<file path="config.mk">
export PLATFORM = sky130hd
export DESIGN_NAME = fir_transpose_param
export DESIGN_NICKNAME = d
export VERILOG_FILES = /design/src/rtl/fir_transpose_param.sv
export SDC_FILE = /design/constraint.sdc
export NUM_CORES = 2
export LEC_CHECK = 0
export CAP_MARGIN = 20
export CELL_PAD_IN_SITES_DETAIL_PLACEMENT = 0
export CELL_PAD_IN_SITES_GLOBAL_PLACEMENT = 1
export CORE_MARGIN = 5
export CORE_UTILIZATION = 30
export CTS_BUF_LIST = sky130_fd_sc_hd__clkbuf_8
export CTS_CLUSTER_DIAMETER = 30
export CTS_CLUSTER_SIZE = 24
export DETAILED_ROUTE_END_ITERATION = 7
export PLACE_DENSITY = 0.61
export SLEW_MARGIN = 20
export SYNTH_ARGS = -nofsm -noshare
export SYNTH_HDL_FRONTEND = slang
export SYNTH_SLANG_ARGS = --single-unit
</file>
<file path="constraint.sdc">
create_clock -name clk -period 7.5 [get_ports clk]
set_input_delay 0.75 -clock clk [delete_from_list [all_inputs] [get_ports clk]]
set_output_delay 0.75 -clock clk [all_outputs]
set_load 0.01 [all_outputs]
</file>
<file path="src/rtl/fir_transpose_param.sv">
// Transposed-form FIR with a runtime coefficient bank and a rounding/saturating output stage.
// Latency: sample taken at edge t appears after edge t+2; one sample per clock, valid-only (no backpressure).
module fir_transpose_param #(
    parameter int DW    = 8,
    parameter int CW    = 8,
    parameter int NTAPS = 7,
    parameter int ACCW  = DW + CW + $clog2(NTAPS),
    parameter int OW    = 16,
    parameter int SHIFT = 0
) (
    input  logic                       clk,
    input  logic                       rst_n,
    input  logic                       in_valid,
    input  logic signed [DW-1:0]       x_in,
    input  logic                       flush,
    input  logic                       coef_we,
    input  logic [$clog2(NTAPS)-1:0]   coef_addr,
    input  logic signed [CW-1:0]       coef_data,
    output logic                       out_valid,
    output logic signed [OW-1:0]       y_out,
    output logic                       sat_flag
);

    localparam int AW = $clog2(NTAPS);
    localparam logic signed [ACCW:0] YMAX = (ACCW+1)'((64'sd1 <<< (OW-1)) - 64'sd1);
    localparam logic signed [ACCW:0] YMIN = (ACCW+1)'(-(64'sd1 <<< (OW-1)));

    logic signed [CW-1:0]   r_coef [NTAPS];
    logic signed [DW-1:0]   r_xq;
    logic signed [ACCW-1:0] r_p [NTAPS];
    logic                   r_v1;
    logic                   r_v2;

    logic signed [ACCW-1:0] w_xq_ext;
    logic signed [ACCW-1:0] w_c_ext [NTAPS];
    logic signed [ACCW-1:0] w_prod [NTAPS];
    logic signed [ACCW:0]   w_ext;
    logic signed [ACCW:0]   w_rnd;
    logic signed [ACCW:0]   w_sh;
    logic signed [OW-1:0]   w_y;
    logic                   w_sat;

    // Addresses with no matching tap simply match nothing, so they are dropped.
    always_ff @(posedge clk or negedge rst_n) begin
        if (!rst_n) begin
            for (int j = 0; j < NTAPS; j++) r_coef[j] <= '0;
        end else if (coef_we) begin
            for (int j = 0; j < NTAPS; j++) begin
                if (coef_addr == AW'(j)) r_coef[j] <= coef_data;
            end
        end
    end

    assign w_xq_ext = {{(ACCW-DW){r_xq[DW-1]}}, r_xq};

    for (genvar j = 0; j < NTAPS; j++) begin : g_mul
        assign w_c_ext[j] = {{(ACCW-CW){r_coef[j][CW-1]}}, r_coef[j]};
        assign w_prod[j]  = w_xq_ext * w_c_ext[j];
    end

    always_ff @(posedge clk or negedge rst_n) begin
        if (!rst_n) begin
            r_xq <= '0;
            r_v1 <= 1'b0;
        end else if (flush) begin
            r_xq <= '0;
            r_v1 <= 1'b0;
        end else begin
            r_v1 <= in_valid;
            if (in_valid) r_xq <= x_in;
        end
    end

    always_ff @(posedge clk or negedge rst_n) begin
        if (!rst_n) begin
            for (int j = 0; j < NTAPS; j++) r_p[j] <= '0;
            r_v2 <= 1'b0;
        end else if (flush) begin
            for (int j = 0; j < NTAPS; j++) r_p[j] <= '0;
            r_v2 <= 1'b0;
        end else begin
            r_v2 <= r_v1;
            if (r_v1) begin
                r_p[0] <= w_prod[0];
                for (int j = 1; j < NTAPS; j++) r_p[j] <= w_prod[j] + r_p[j-1];
            end
        end
    end

    // One guard bit above the accumulator keeps the rounding bias from wrapping.
    assign w_ext = {r_p[NTAPS-1][ACCW-1], r_p[NTAPS-1]};

    if (SHIFT > 0) begin : g_rnd
        localparam logic signed [ACCW:0] RND_BIAS = (ACCW+1)'(64'sd1 <<< (SHIFT-1));
        assign w_rnd = w_ext + RND_BIAS;
    end else begin : g_nornd
        assign w_rnd = w_ext;
    end

    assign w_sh = w_rnd >>> SHIFT;

    always_comb begin
        w_y   = w_sh[OW-1:0];
        w_sat = 1'b0;
        if (w_sh > YMAX) begin
            w_y   = YMAX[OW-1:0];
            w_sat = 1'b1;
        end else if (w_sh < YMIN) begin
            w_y   = YMIN[OW-1:0];
            w_sat = 1'b1;
        end
    end

    always_ff @(posedge clk or negedge rst_n) begin
        if (!rst_n) begin
            out_valid <= 1'b0;
            y_out     <= '0;
            sat_flag  <= 1'b0;
        end else if (flush) begin
            out_valid <= 1'b0;
        end else begin
            out_valid <= r_v2;
            if (r_v2) begin
                y_out    <= w_y;
                sat_flag <= w_sat;
            end
        end
    end

endmodule

</file>
---- After elaboration in Yosys (flattened, before gate mapping) ----
Cells that the tools add are included.
operators by class
  add/sub/neg operators ................... 6
  muxes and demuxes ....................... 11
  magnitude comparators ................... 2
  multipliers ............................. 7
  bitwise operators ....................... 1
  equality and inequality tests ........... 6
  reduce and logical (&&, ||, !) cells .... 11
operator list
  cell                                                  count
  2-to-1 mux 133 bit                                    2
  adder 16 x 19 -> 19 bit                               6
  multiplier 8 x 8 -> 16 bit                            7
  2-to-1 mux 16 bit                                     2
  > comparator 19 x 16 -> 1 bit, second input constant  1
  < comparator 19 x 16 -> 1 bit, second input constant  1
  2-to-1 mux 8 bit                                      2
  AND reduction 2 bit                                   8
  == test 3 bit, second input constant                  3
  == test 3 x 2 -> 1 bit, second input constant         2
  2-to-1 mux 1 bit                                      5
  nonzero test 2 bit                                    2
  == test 3 x 1 -> 1 bit, second input constant         1
  logical NOT 3 bit                                     1
  NOT 1 bit                                             1
word-level totals
  output and inout bits ................... 18
  flip-flop bits (word level) ............. 217
  word-level logic and storage cells ...... 64

---- Depth between registers and ports, before layout ----
  word-level depth ........................ 4
  mapped depth ............................ 19

---- Worst setup path after synthesis ----
No wires, ideal clock.
  kind .................................... register to register
  start ................................... reg r_xq[7]
  end ..................................... reg r_p[68] (netlist bit)
  stages on the path, launching flop included .. 17
  buffers on the path ..................... 1
  arrival time ............................ 5038 ps
  setup slack ............................. 2330 ps
  library setup time ...................... 132 ps
  cell sequence ........................... dfrtp_1 > clkbuf_1 > and2_1 > inv_1 > fa_1 > inv_1 > fa_1 > fa_1 > fa_1 > fa_1 > ha_1 > and3_1 > a221oi_1 > o21ai_0 > xor2_1 > mux2i_1 > nor2_1
between the ends
  longest elaborated chain between the ends .. 4
ends and longest elaborated chain
  item                        RTL line  RTL
  start, declared             29        logic signed [DW-1:0] r_xq;
  start signal, assigned      70        if (in_valid) r_xq <= x_in;
  multiplier 8 x 8 -> 16 bit  58        assign w_prod[j] = w_xq_ext * w_c_ext[j];
  adder 16 x 19 -> 19 bit     85        for (int j = 1; j < NTAPS; j++) r_p[j] <= w_prod[j] + r_p[j-1];
  2-to-1 mux 133 bit          83        if (r_v1) begin
  2-to-1 mux 133 bit          78        end else if (flush) begin
  end, declared               30        logic signed [ACCW-1:0] r_p [NTAPS];
Every way passes these cells. The select of a mux whose other input is x is not followed.
A chain may end at the register's enable or synchronous reset.

---- Worst setup path after layout ----
  start ................................... reg r_xq[7]
  end ..................................... reg r_p[56] (netlist bit)
Same word-level chain as after synthesis.

==> impl_metrics.env <==
export IMPL_status="complete, no violations"
export IMPL_global_route_usage_over_all_layers=0.132
export IMPL_vias=20196
export IMPL_wire_per_inst_um=15.3
export IMPL_row_count=118
export IMPL_hold_path_class="in2async"
export IMPL_launching_instance_or_port_of_the_critical_path="r_xq[7]"
export IMPL_met3_length_um=2360
export IMPL_clock_root_buffer="sky130_fd_sc_hd__clkbuf_8"
export IMPL_route_met2_wl_um=31700
export IMPL_crit_path_cell_trace="and2_1, inv_1, fa_1, inv_1, fa_1, fa_1, fa_1, fa_1, ha_1, a211oi_1, o21ai_2, a31oi_2, a32oi_2, xnor2_1, a211oi_1"
export IMPL_clock_latency_on_the_worst_skew_pair_ns=0.64
export IMPL_synth_area_per_cell_um2=9.98
export IMPL_maxClockFrequency_ghz=0.174
export IMPL_clkSinkCount=214
export IMPL_final_setup_viol_count=0
export IMPL_cts_resized_gates=0
export IMPL_yosys_warnings=0
export IMPL_placement_io_buffers=41
export IMPL_remaining_global_route_overflow=0
export IMPL_dieHeight_um=332
export IMPL_pin_count_of_the_biggest_net_entering_global_routing=144
export IMPL_first_pass_iters=5
export IMPL_dieArea_mm2=0.110
export IMPL_r2r_cells=15
export IMPL_crit_path_start_kind="register"
export IMPL_max_stage_delay_ns=0.73
export IMPL_worst_path_max_fanout=17
export IMPL_totalWireLength_um=70200
export IMPL_timing_rr_start="r_xq[7]"
export IMPL_area_fraction_of_the_dominant_cell_type_after_synthesis=0.358
export IMPL_layout_worst_path_cycle_share=0.766
export IMPL_critical_path_most_common_cell="sky130_fd_sc_hd__fa_1"
export IMPL_crit_slowest_cell="sky130_fd_sc_hd__and2_1"
export IMPL_rr_endpoint="r_p[56]"
export IMPL_synth_largest_area_cell="sky130_fd_sc_hd__fa_1"
export IMPL_maxCapViolCount=0
export IMPL_first_global_vias=22445
export IMPL_cts_made_buffers=66
export IMPL_wl_met1_um=34700
export IMPL_netlist_area_mm2=0.0310
export IMPL_synth_sequential_area_ratio=0.173
export IMPL_slew_limit_headroom=0.342
export IMPL_timing_critical_path_to_type="register"
export IMPL_peak_vdd_ir_mv=0.213
export IMPL_antenna_found_initial=5
export IMPL_ys_dominant_reg_cell="sky130_fd_sc_hd__dfrtp_1"
export IMPL_top_layer_used="met4"
export IMPL_fp_coreArea_mm2=0.103
export IMPL_placed_cells=4455
export IMPL_maxSlewViolCount=0
export IMPL_ys_ff_latch=214
export IMPL_area_growth_pct=10.8
export IMPL_clk_transition_reported_paths_ns=0.05
export IMPL_worst_endpoint_arrival_ns=6.25
export IMPL_setup_reg_to_reg_worst_slack_ns=1.75
export IMPL_post_cts_setup_buffers=0
export IMPL_fin_skew_ns=0.0439
export IMPL_finalHoldViolations=0
export IMPL_reported_leakage_power_nw=17.5
export IMPL_netlist_top_cells_area="sky130_fd_sc_hd__fa_1 36%, sky130_fd_sc_hd__dfrtp_1 17%, sky130_fd_sc_hd__ha_1 12%, sky130_fd_sc_hd__inv_1 7.6%, sky130_fd_sc_hd__and2_1 4.7%"
export IMPL_syn_num_nets=3980
export IMPL_endpoint="r_p[56]"
export IMPL_final_layout_size_suffix_gt1_frac=0.0701
export IMPL_viasPerCell=4.41
export IMPL_synth_enable_flop_cells=0
export IMPL_cts_tree="built"
export IMPL_dr_first_iter_drc_count=814
export IMPL_synth_lib_cells_used_distinct=63
export IMPL_final_min_clock_period_ns=5.75
export IMPL_setup_tns_final_ns=0
export IMPL_critical_path_class="reg2reg"
export IMPL_gpl_final_weighted_congestion=0.777
export IMPL_initial_utilization=0.301
export IMPL_post_synth_inst_count=3110
export IMPL_drc=0
export IMPL_die_w_um=332
export IMPL_grt_pass1_wl_um=120000
export IMPL_detail_route_antenna_nets=0
export IMPL_cts_hold_buffers=0
export IMPL_count_of_non_filler_cells_in_the_finished_layout=4577
export IMPL_timing_worst_slew_pin_value_ns=0.986
export IMPL_num_nets_final=4013
export IMPL_pwrdens_mw_per_mm2=346
export IMPL_clock_tree_buffer_depth=3
export IMPL_worst_endpoint_required_ns=8.00
export IMPL_asyncSetResetFlopFracSynth=1.00
export IMPL_detailed_place_hpwl_um=54600
export IMPL_h_tree_depth=3
export IMPL_grt_setup_unrepaired="no"
export IMPL_boundaryPins=42
synthesized netlist by cell type (all sizes together), types with 22 or more instances:
| cell type | number |
|---|---|
| a21oi | 60 |
| mux2i | 92 |
| o21ai | 104 |
| xnor2 | 102 |
| and2 | 233 |
| nand2 | 268 |
| fa | 555 |
| a211oi | 22 |
| mux2 | 53 |
| clkbuf | 84 |
| nor2 | 174 |
| dfrtp | 214 |
| inv | 628 |
| ha | 291 |
worst min-delay path by stage:
stage               from   endpoint  slack, ns  cells past startpoint
3_3_place_gp    y_out[7]   y_out[7]       0.45                      2
4_1_cts            rst_n    r_p[77]       0.09                      1
2_1_floorplan    r_p[11]    r_p[11]       0.44                      2
5_1_grt            rst_n    r_p[77]       0.13                      1
3_5_place_dp   y_out[12]  y_out[12]       0.46                      2
6_report           rst_n   r_p[128]       0.07                      1
final cells by class:
type                    count  area, µm²
flip-flops and latches    214       5370
well taps                1380       1730
clock buffers              80       1100
repair buffers             66        617
diodes                      3       7.51
inverters                 634       2380
multi-input cells        2161      22900
fillers                 10600      68800
clock inverters            39        280
routing by layer:
layer  up-vias  global-route usage
met3        82              0.0190
met2       219               0.212
met1     10209               0.189
met4         0              0.0340
met5         -                   0
li1       9686                   -
registers in the layout (all words and copies together), names as in the netlist:
signal / count
sat_flag: 1
r_v2: 1
r_xq: 8
out_valid: 1
r_v1: 1
r_p: 130
y_out: 16
r_coef: 56
cells in the final DEF (no fill, tap or decap), drive strengths merged, types with 22 or more instances in the layout:
master / instances
inv: 646
fa: 555
ha: 291
nand2: 268
and2: 233
dfrtp: 214
nor2: 174
o21ai: 104
xnor2: 102
mux2i: 92
clkbuf: 80
a21oi: 60
mux2: 53
clkdlybuf4s50: 39
buf: 27
a211oi: 22
per-stage QoR:
stage	total power (W)	util	setup WS (ns)	instance area, µm²	hold WS, ns
2_1_floorplan	0.00824	-	2.33	31000	0.445
3_3_place_gp	0.0102	0.320	1.81	33000	0.449
3_5_place_dp	0.0102	0.320	1.75	33000	0.456
4_1_cts	0.0122	0.333	1.70	34400	0.0910
5_1_grt	0.0134	0.333	1.38	34400	0.133
6_report	0.0119	0.333	1.75	34400	0.0711
cells by family (layout without fill, tap and decap cells):
family,Yosys count,in the layout,share of synthesized area
xor+xnor,122,122,0.0344
other cells,0,3,0
compound gates,296,296,0.0634
mux,145,145,0.0489
fa+ha+maj,846,846,0.475
flops,214,214,0.173
buf+inv,735,819,0.0893
simple gates,752,752,0.116
power by group:
group | switching (W) | total, W | internal [W]
clock | 0.000696 | 0.00177 | 0.00107
combinational | 0.00461 | 0.00832 | 0.00370
sequential | 0.000377 | 0.00181 | 0.00143
worst max-delay path, delay by kind of cell (launching register included):
family / cells / cell delay [ns]
AO/OA/AOI/OAI: 5 / 1.18
XOR/XNOR: 1 / 0.15
adder cells (fa/ha/maj): 6 / 2.67
buffers and inverters: 2 / 0.17
flip-flops: 1 / 0.70
AND/OR/NAND/NOR: 1 / 0.73
Note: power is estimated with default switching activity, not from simulation.
